### src/rtl/ram_arb_pkg.sv
// Shared types and sizes for the two-port RAM arbiter.
// Grant statistics are enabled by defining RAM_ARB_STATS_EN.
package ram_arb_pkg;

  localparam int unsigned ADDR_W_DEFAULT = 6;
  localparam int unsigned DATA_W_DEFAULT = 8;
  localparam int unsigned STATS_W        = 16;

  typedef enum logic {
    PORT_A = 1'b0,
    PORT_B = 1'b1
  } port_id_t;

  // Saturating increment for the grant counters
  function automatic logic [STATS_W-1:0] sat_inc(input logic [STATS_W-1:0] v);
    return (v == '1) ? v : v + STATS_W'(1);
  endfunction

endpackage

### src/rtl/rr_arbiter2.sv
// Two-requester round-robin arbiter: combinational grant, pointer records
// the most recently granted port.
module rr_arbiter2
  import ram_arb_pkg::*;
(
  input  logic clk,
  input  logic rst,
  input  logic a_req,
  input  logic b_req,
  output logic a_gnt_c,
  output logic b_gnt_c
);

  port_id_t last_q;
  port_id_t last_d;

  always_ff @(posedge clk) begin
    if (rst) begin
      last_q <= PORT_B;
    end else begin
      last_q <= last_d;
    end
  end

  // On conflict the port that did not win last time gets the grant
  always_comb begin
    a_gnt_c = 1'b0;
    b_gnt_c = 1'b0;
    last_d  = last_q;
    if (!rst) begin
      if (a_req && (!b_req || last_q == PORT_B)) begin
        a_gnt_c = 1'b1;
      end else if (b_req) begin
        b_gnt_c = 1'b1;
      end
    end
    if (a_gnt_c) begin
      last_d = PORT_A;
    end else if (b_gnt_c) begin
      last_d = PORT_B;
    end
  end

endmodule

### src/rtl/ram_port_arbiter.sv
// Arbitrates two requesters onto one single-port RAM with round-robin grant,
// address/data mux and a one-cycle read-return pipeline per port.
// Optional per-port grant counters are added when RAM_ARB_STATS_EN is defined.
module ram_port_arbiter
  import ram_arb_pkg::*;
#(
  parameter int unsigned ADDR_W = ADDR_W_DEFAULT,
  parameter int unsigned DATA_W = DATA_W_DEFAULT
) (
  input  logic              clk,
  input  logic              rst,
  input  logic              a_req,
  input  logic              a_write_enable,
  input  logic [ADDR_W-1:0] a_addr,
  input  logic [DATA_W-1:0] a_data,
  input  logic              b_req,
  input  logic              b_write_enable,
  input  logic [ADDR_W-1:0] b_addr,
  input  logic [DATA_W-1:0] b_data,
  output logic              a_gnt,
  output logic              b_gnt,
  output logic              a_rvalid,
  output logic              b_rvalid,
  output logic [DATA_W-1:0] a_read,
  output logic [DATA_W-1:0] b_read,
  output logic [ADDR_W-1:0] ram_addr,
  output logic [DATA_W-1:0] ram_data,
  output logic              ram_write_enable,
`ifdef RAM_ARB_STATS_EN
  output logic [STATS_W-1:0] a_grant_count,
  output logic [STATS_W-1:0] b_grant_count,
`endif
  input  logic [DATA_W-1:0] ram_read
);

  logic [ADDR_W-1:0] addr_q;
  logic [DATA_W-1:0] data_q;
  logic              a_pend_q;
  logic              b_pend_q;
  logic [DATA_W-1:0] a_hold_q;
  logic [DATA_W-1:0] b_hold_q;

  rr_arbiter2 u_arb (
    .clk     (clk),
    .rst     (rst),
    .a_req   (a_req),
    .b_req   (b_req),
    .a_gnt_c (a_gnt),
    .b_gnt_c (b_gnt)
  );

  // RAM side follows the granted port, otherwise holds the last access
  always_comb begin
    ram_addr         = addr_q;
    ram_data         = data_q;
    ram_write_enable = 1'b0;
    if (a_gnt) begin
      ram_addr         = a_addr;
      ram_data         = a_data;
      ram_write_enable = a_write_enable;
    end else if (b_gnt) begin
      ram_addr         = b_addr;
      ram_data         = b_data;
      ram_write_enable = b_write_enable;
    end
  end

  // A read pending across a reset edge is dropped
  assign a_rvalid = a_pend_q & ~rst;
  assign b_rvalid = b_pend_q & ~rst;
  assign a_read   = a_rvalid ? ram_read : a_hold_q;
  assign b_read   = b_rvalid ? ram_read : b_hold_q;

  always_ff @(posedge clk) begin
    if (rst) begin
      addr_q   <= '0;
      data_q   <= '0;
      a_pend_q <= 1'b0;
      b_pend_q <= 1'b0;
      a_hold_q <= '0;
      b_hold_q <= '0;
    end else begin
      if (a_gnt || b_gnt) begin
        addr_q <= ram_addr;
        data_q <= ram_data;
      end
      a_pend_q <= a_gnt & ~a_write_enable;
      b_pend_q <= b_gnt & ~b_write_enable;
      a_hold_q <= a_read;
      b_hold_q <= b_read;
    end
  end

`ifdef RAM_ARB_STATS_EN
  logic [STATS_W-1:0] a_cnt_q;
  logic [STATS_W-1:0] b_cnt_q;

  always_ff @(posedge clk) begin
    if (rst) begin
      a_cnt_q <= '0;
      b_cnt_q <= '0;
    end else begin
      if (a_gnt) a_cnt_q <= sat_inc(a_cnt_q);
      if (b_gnt) b_cnt_q <= sat_inc(b_cnt_q);
    end
  end

  assign a_grant_count = a_cnt_q;
  assign b_grant_count = b_cnt_q;
`endif

endmodule

### config.mk
export PLATFORM = sky130hd
export DESIGN_NAME = ram_port_arbiter
export DESIGN_NICKNAME = d
export VERILOG_FILES = /design/src/rtl/ram_arb_pkg.sv /design/src/rtl/rr_arbiter2.sv /design/src/rtl/ram_port_arbiter.sv
export SDC_FILE = /design/constraint.sdc
export NUM_CORES = 1
export LEC_CHECK = 0
export CORE_ASPECT_RATIO = 1.5
export CORE_MARGIN = 2
export CORE_UTILIZATION = 35
export DETAILED_ROUTE_END_ITERATION = 8
export HOLD_SLACK_MARGIN = 0.03
export PLACE_DENSITY = 0.8
export SLEW_MARGIN = 5
export SYNTH_ARGS = -nofsm -noshare
export SYNTH_HDL_FRONTEND = slang
export SYNTH_SLANG_ARGS = --single-unit
### constraint.sdc
create_clock -name clk -period 1.3 [get_ports clk]
set_input_delay 0.13 -clock clk [delete_from_list [all_inputs] [get_ports clk]]
set_output_delay 0.13 -clock clk [all_outputs]
set_load 0.005 [all_outputs]
---- Yosys cells after proc, flatten, opt, wreduce, memory -nomap -nowiden ----
Index checks and enable logic that the tools add are counted.
storage, ports and cells
  logic and storage cells ................. 34
  output and inout bits ................... 35
  register bits after elaboration ......... 33
  input bits .............................. 42
operators by class
  reduce and logical (&&, ||, !) cells .... 5
  mux-type cells .......................... 15
  bitwise operators ....................... 7
operators with widths
  kind                number
  2-to-1 mux 8 bit    4
  2-to-1 mux 6 bit    2
  2-to-1 mux 1 bit    9
  AND 1 bit           4
  NOT 1 bit           3
  logical OR 1 bit    2
  nonzero test 2 bit  1
  logical AND 1 bit   1
  logical NOT 1 bit   1

---- Longest topological paths before layout ----
  word-level depth ........................ 7
  mapped depth ............................ 5
  gate-level depth less buffers ........... 3

---- By module ----
A second synthesis with hierarchy kept.
second synthesis, totals
  cells, all modules ...................... 167
  area, all modules ....................... 1739.2 µm²
by module, submodules not included
  module            instances  seq. area each (µm²)  area each (µm²)  cells each
  ram_port_arbiter  1          640.6                 1681.6           160
  rr_arbiter2       1          20.0                  57.6             7

---- Worst setup path before layout ----
No wires, ideal clock.
  kind .................................... register to output
  from .................................... register u_arb.last_q
  to ...................................... output ram_addr[5]
  path slack .............................. 0.016 ns
  cell stages (with the launch flop) ...... 6
  arrival ................................. 1.154 ns
  required time ........................... 1.170 ns
  cells stage by stage .................... dfxtp_1 -> and2b_1 -> buf_4 -> nor2_4 -> buf_6 -> a221o_1
on the way
  elaborated cells on any way between the ends .. 8
  classes of those cells .................. mux (6); reduce/logical (2)
RTL lines
  what                    RTL line                source
  start, declared         rr_arbiter2.sv:14       port_id_t last_q;
  start signal, assigned  rr_arbiter2.sv:21       last_q <= last_d;
  logical OR 1 bit        rr_arbiter2.sv:31       if (a_req && (!b_req || last_q == PORT_B)) begin
  logical AND 1 bit       rr_arbiter2.sv:31
  2-to-1 mux 1 bit        rr_arbiter2.sv:31
  2-to-1 mux 1 bit        rr_arbiter2.sv:30       if (!rst) begin
  via a_gnt               ram_port_arbiter.sv:20  output logic a_gnt,
  2-to-1 mux 6 bit        ram_port_arbiter.sv:57  if (a_gnt) begin
  end, declared           ram_port_arbiter.sv:26  output logic [ADDR_W-1:0] ram_addr,
The timed path passes the listed nets, and every way through them passes these cells.

---- Worst setup path after layout ----
  from .................................... register u_arb.last_q
  to ...................................... output ram_data[5]
on the way
  longest elaborated chain between the ends .. 6
  elaborated cells on any way between the ends .. 8
  classes of those cells .................. mux (6); reduce/logical (2)
RTL lines
  what                   RTL line                source
  logical OR 1 bit (*)   rr_arbiter2.sv:31
  logical AND 1 bit (*)  rr_arbiter2.sv:31
  2-to-1 mux 1 bit       rr_arbiter2.sv:31
  2-to-1 mux 1 bit       rr_arbiter2.sv:30
  2-to-1 mux 8 bit       ram_port_arbiter.sv:61  end else if (b_gnt) begin
  2-to-1 mux 8 bit (*)   ram_port_arbiter.sv:57
  end, declared          ram_port_arbiter.sv:27  output logic [DATA_W-1:0] ram_data,
Mark *: on every way between the ends. The rest lies on a longest branch, timed or not.

==> summary.txt <==
post-synthesis cell type count = 27
Detail Route Antenna Nets = 0
# IOs = 77
count of buffers from port buffering = 76
# rows = 33
fmax = 0.585 GHz
Clock Pin Slew Worst Setup and Hold Paths = 70 ps
fin crit period = 1710 ps
Leak = 1.58 nW
drt wl/cell = 14.6 um
synthesized area per cell = 8.96 sq um
final worst slack = -410 ps
run status = complete, but fails checks
Slew Limit Fails = 0
violated checks = setup timing
CP endpoint kind = primary output
clock root buffer = clkbuf_8
flops & latches, synth = 33
Post-Syn Instances = 216
setup TNS = -7840 ps
placed cell area = 3130 sq um
Hold-fix buffers, CTS = 0
vias in the first global route = 2,227
TritonCTS sink count = 33
reg2reg setup slack = 40 ps
CTS tree = yes
Top Family by Delay on Critical Path = buffers and inverters
Die Wd = 64.7 um
post-synthesis sequential area ratio = 0.342
# setup viols final = 33
Min-Delay Path Class = input pin to register
total wire length = 6220 um
core area = 5410 sq um
initial antenna violation count = 0
critical path's slowest cell = dfxtp_2
WP data required = 1170 ps
final clock skew = 7.86 ps
Initial Util = 0.358
H-tree Lvls = 2
CP peak stage delay = 340 ps
Worst setup SP type = register
RSZ-0062 raised after global routing = true
Via Count = 2,179
DRT Pass-1 Iters = 4
DRC violations left = 0
fill count = 432
Hold Fails Final Rpt = 0
Worst Path Buf+Inv = 3
first-pass GRT wire length = 9980 um
max_slew headroom = 0.812
CP Cell Sequence = and2b_2 -> nor2_4 -> buf_6 -> buf_4 -> a221o_1 -> buf_2
vias per cell = 5.13
Die H = 95.1 um
gpl congestion = 0.773
worst-path fanout max = 4
antenna cells = 0
clock latency on the worst-skew pair = 290 ps
critical path class = register to primary output
largest net degree at the start of global routing = 16
Max Buffers Root-to-Sink = 2
Design Area, Final = 3510 sq um
Slew @ Worst Pin = 281 ps
cts bufs inserted = 5
mapped cell area = 1930 sq um
most common cell after layout, fill and taps aside = buf_4
GRT Util Overall = 0.210
Post-DP HPWL = 4350 um
Final period util = 1.32
most frequent cells in the layout = buf_4, clkdlybuf4s50_1, buf_6
MaxCap Viol Count = 0
P per Cell Area = 879 nW/um^2
die area = 6150 sq um
fraction of layout instances using a drive strength above 1 = 0.411
Yosys warnings = 0
DR iter-0 viols = 63
Syn Nets = 258
gr ovfl total = 0
worst vdd ir = 0.597 mV
nets = 396
WP data arrival = 1580 ps
Layout area overhead = 81.2%
==> kinds of logic after synthesis <==
logic type	Yosys count	share of synthesized area
multiplexers	32	0.176
AND/OR/NAND/NOR	95	0.262
AO/OA/AOI/OAI	32	0.154
flip-flops	33	0.342
buffers and inverters	24	0.0666
==> worst reg2reg max path: stages, from the launching register on <==
cell	delay, ps
dfxtp_2	340
and2b_2	240
buf_4	210
nor3_1	70
nor4_1	290
==> area by class of cell <==
type / instances / area [sq um] / share of cell area
inverter: 4 / 18.8 / 0.00535
timing repair buffer: 151 / 1380 / 0.393
clock buffer: 5 / 68.8 / 0.0196
tap: 70 / 87.6 / 0.0250
sequential: 33 / 664 / 0.190
clock inverter: 3 / 65.1 / 0.0186
multi-input combinational: 159 / 1220 / 0.349
==> what timing repair did <==
| action | CTS | global route |
|---|---|---|
| endpoints found under the setup margin | 50 | 41 |
| cloned | 0 | 0 |
| pin swaps | 10 | 1 |
| gates resized for setup | 186 | 13 |
| buffers inserted | 16 | 5 |
==> worst paths after layout <==
check,start,to,cells after the start
worst min-delay path,a_req,a_pend_q,3
worst min register to register,b_hold_q[6],b_hold_q[6],2
worst max register to register,u_arb.last_q,data_q[7],4
worst max-delay path,u_arb.last_q,ram_data[5],6
==> cell usage after synthesis (all sizes together) <==
| cell | count | area [sq um] |
|---|---|---|
| a211oi | 15 | 125 |
| a21oi | 1 | 5.00 |
| a221o | 14 | 140 |
| a22o | 1 | 8.76 |
| and2 | 14 | 87.6 |
| and2b | 1 | 7.51 |
| buf | 17 | 103 |
| clkbuf | 3 | 11.3 |
| dfxtp | 33 | 661 |
| inv | 4 | 15.0 |
| mux2 | 16 | 180 |
| mux2i | 16 | 160 |
| nand2 | 1 | 3.75 |
| nand2b | 4 | 27.5 |
| nor2 | 31 | 124 |
| nor2b | 15 | 93.8 |
| nor3 | 15 | 75.1 |
| nor4 | 14 | 87.6 |
| o21bai | 1 | 18.8 |
==> flip-flops by register name (all words and copies together), names as in the netlist <==
name and count:
b_hold_q 8, b_pend_q 1, data_q 8, a_hold_q 8, u_arb.last_q 1, a_pend_q 1
addr_q 6
==> layer usage <==
| layer | global-route usage | share of wire | vias to the layer above |
|---|---|---|---|
| li1 | - | - | 1058 |
| met1 | 0.217 | 0.37 | 1048 |
| met2 | 0.401 | 0.57 | 61 |
| met3 | 0.0413 | 0.041 | 12 |
| met4 | 0.0904 | 0.019 | 0 |
| met5 | 0 | 0 | - |
==> where the power goes <==
group          internal [mW]  switching [mW]  total, mW
Clock                  0.762           0.392       1.15
Sequential              1.07          0.0263       1.09
Combinational          0.512           0.322      0.834
Total                   2.34           0.739       3.08
==> per-stage QoR <==
stage | total power, mW | worst slack [ps] | hold WS [ps] | utilization | instances
floorplan | 1.42 | 15.7 | 202 | - | 216
detailed placement | 1.90 | -753 | 478 | 0.579 | 400
finish | 3.08 | -410 | 216 | 0.648 | 425
global placement | 1.89 | -732 | 470 | 0.579 | 400
global route | 3.20 | -440 | 241 | 0.648 | 425
CTS | 3.08 | -399 | 403 | 0.640 | 423
No activity file was read; power rests on OpenSTA's default activity.
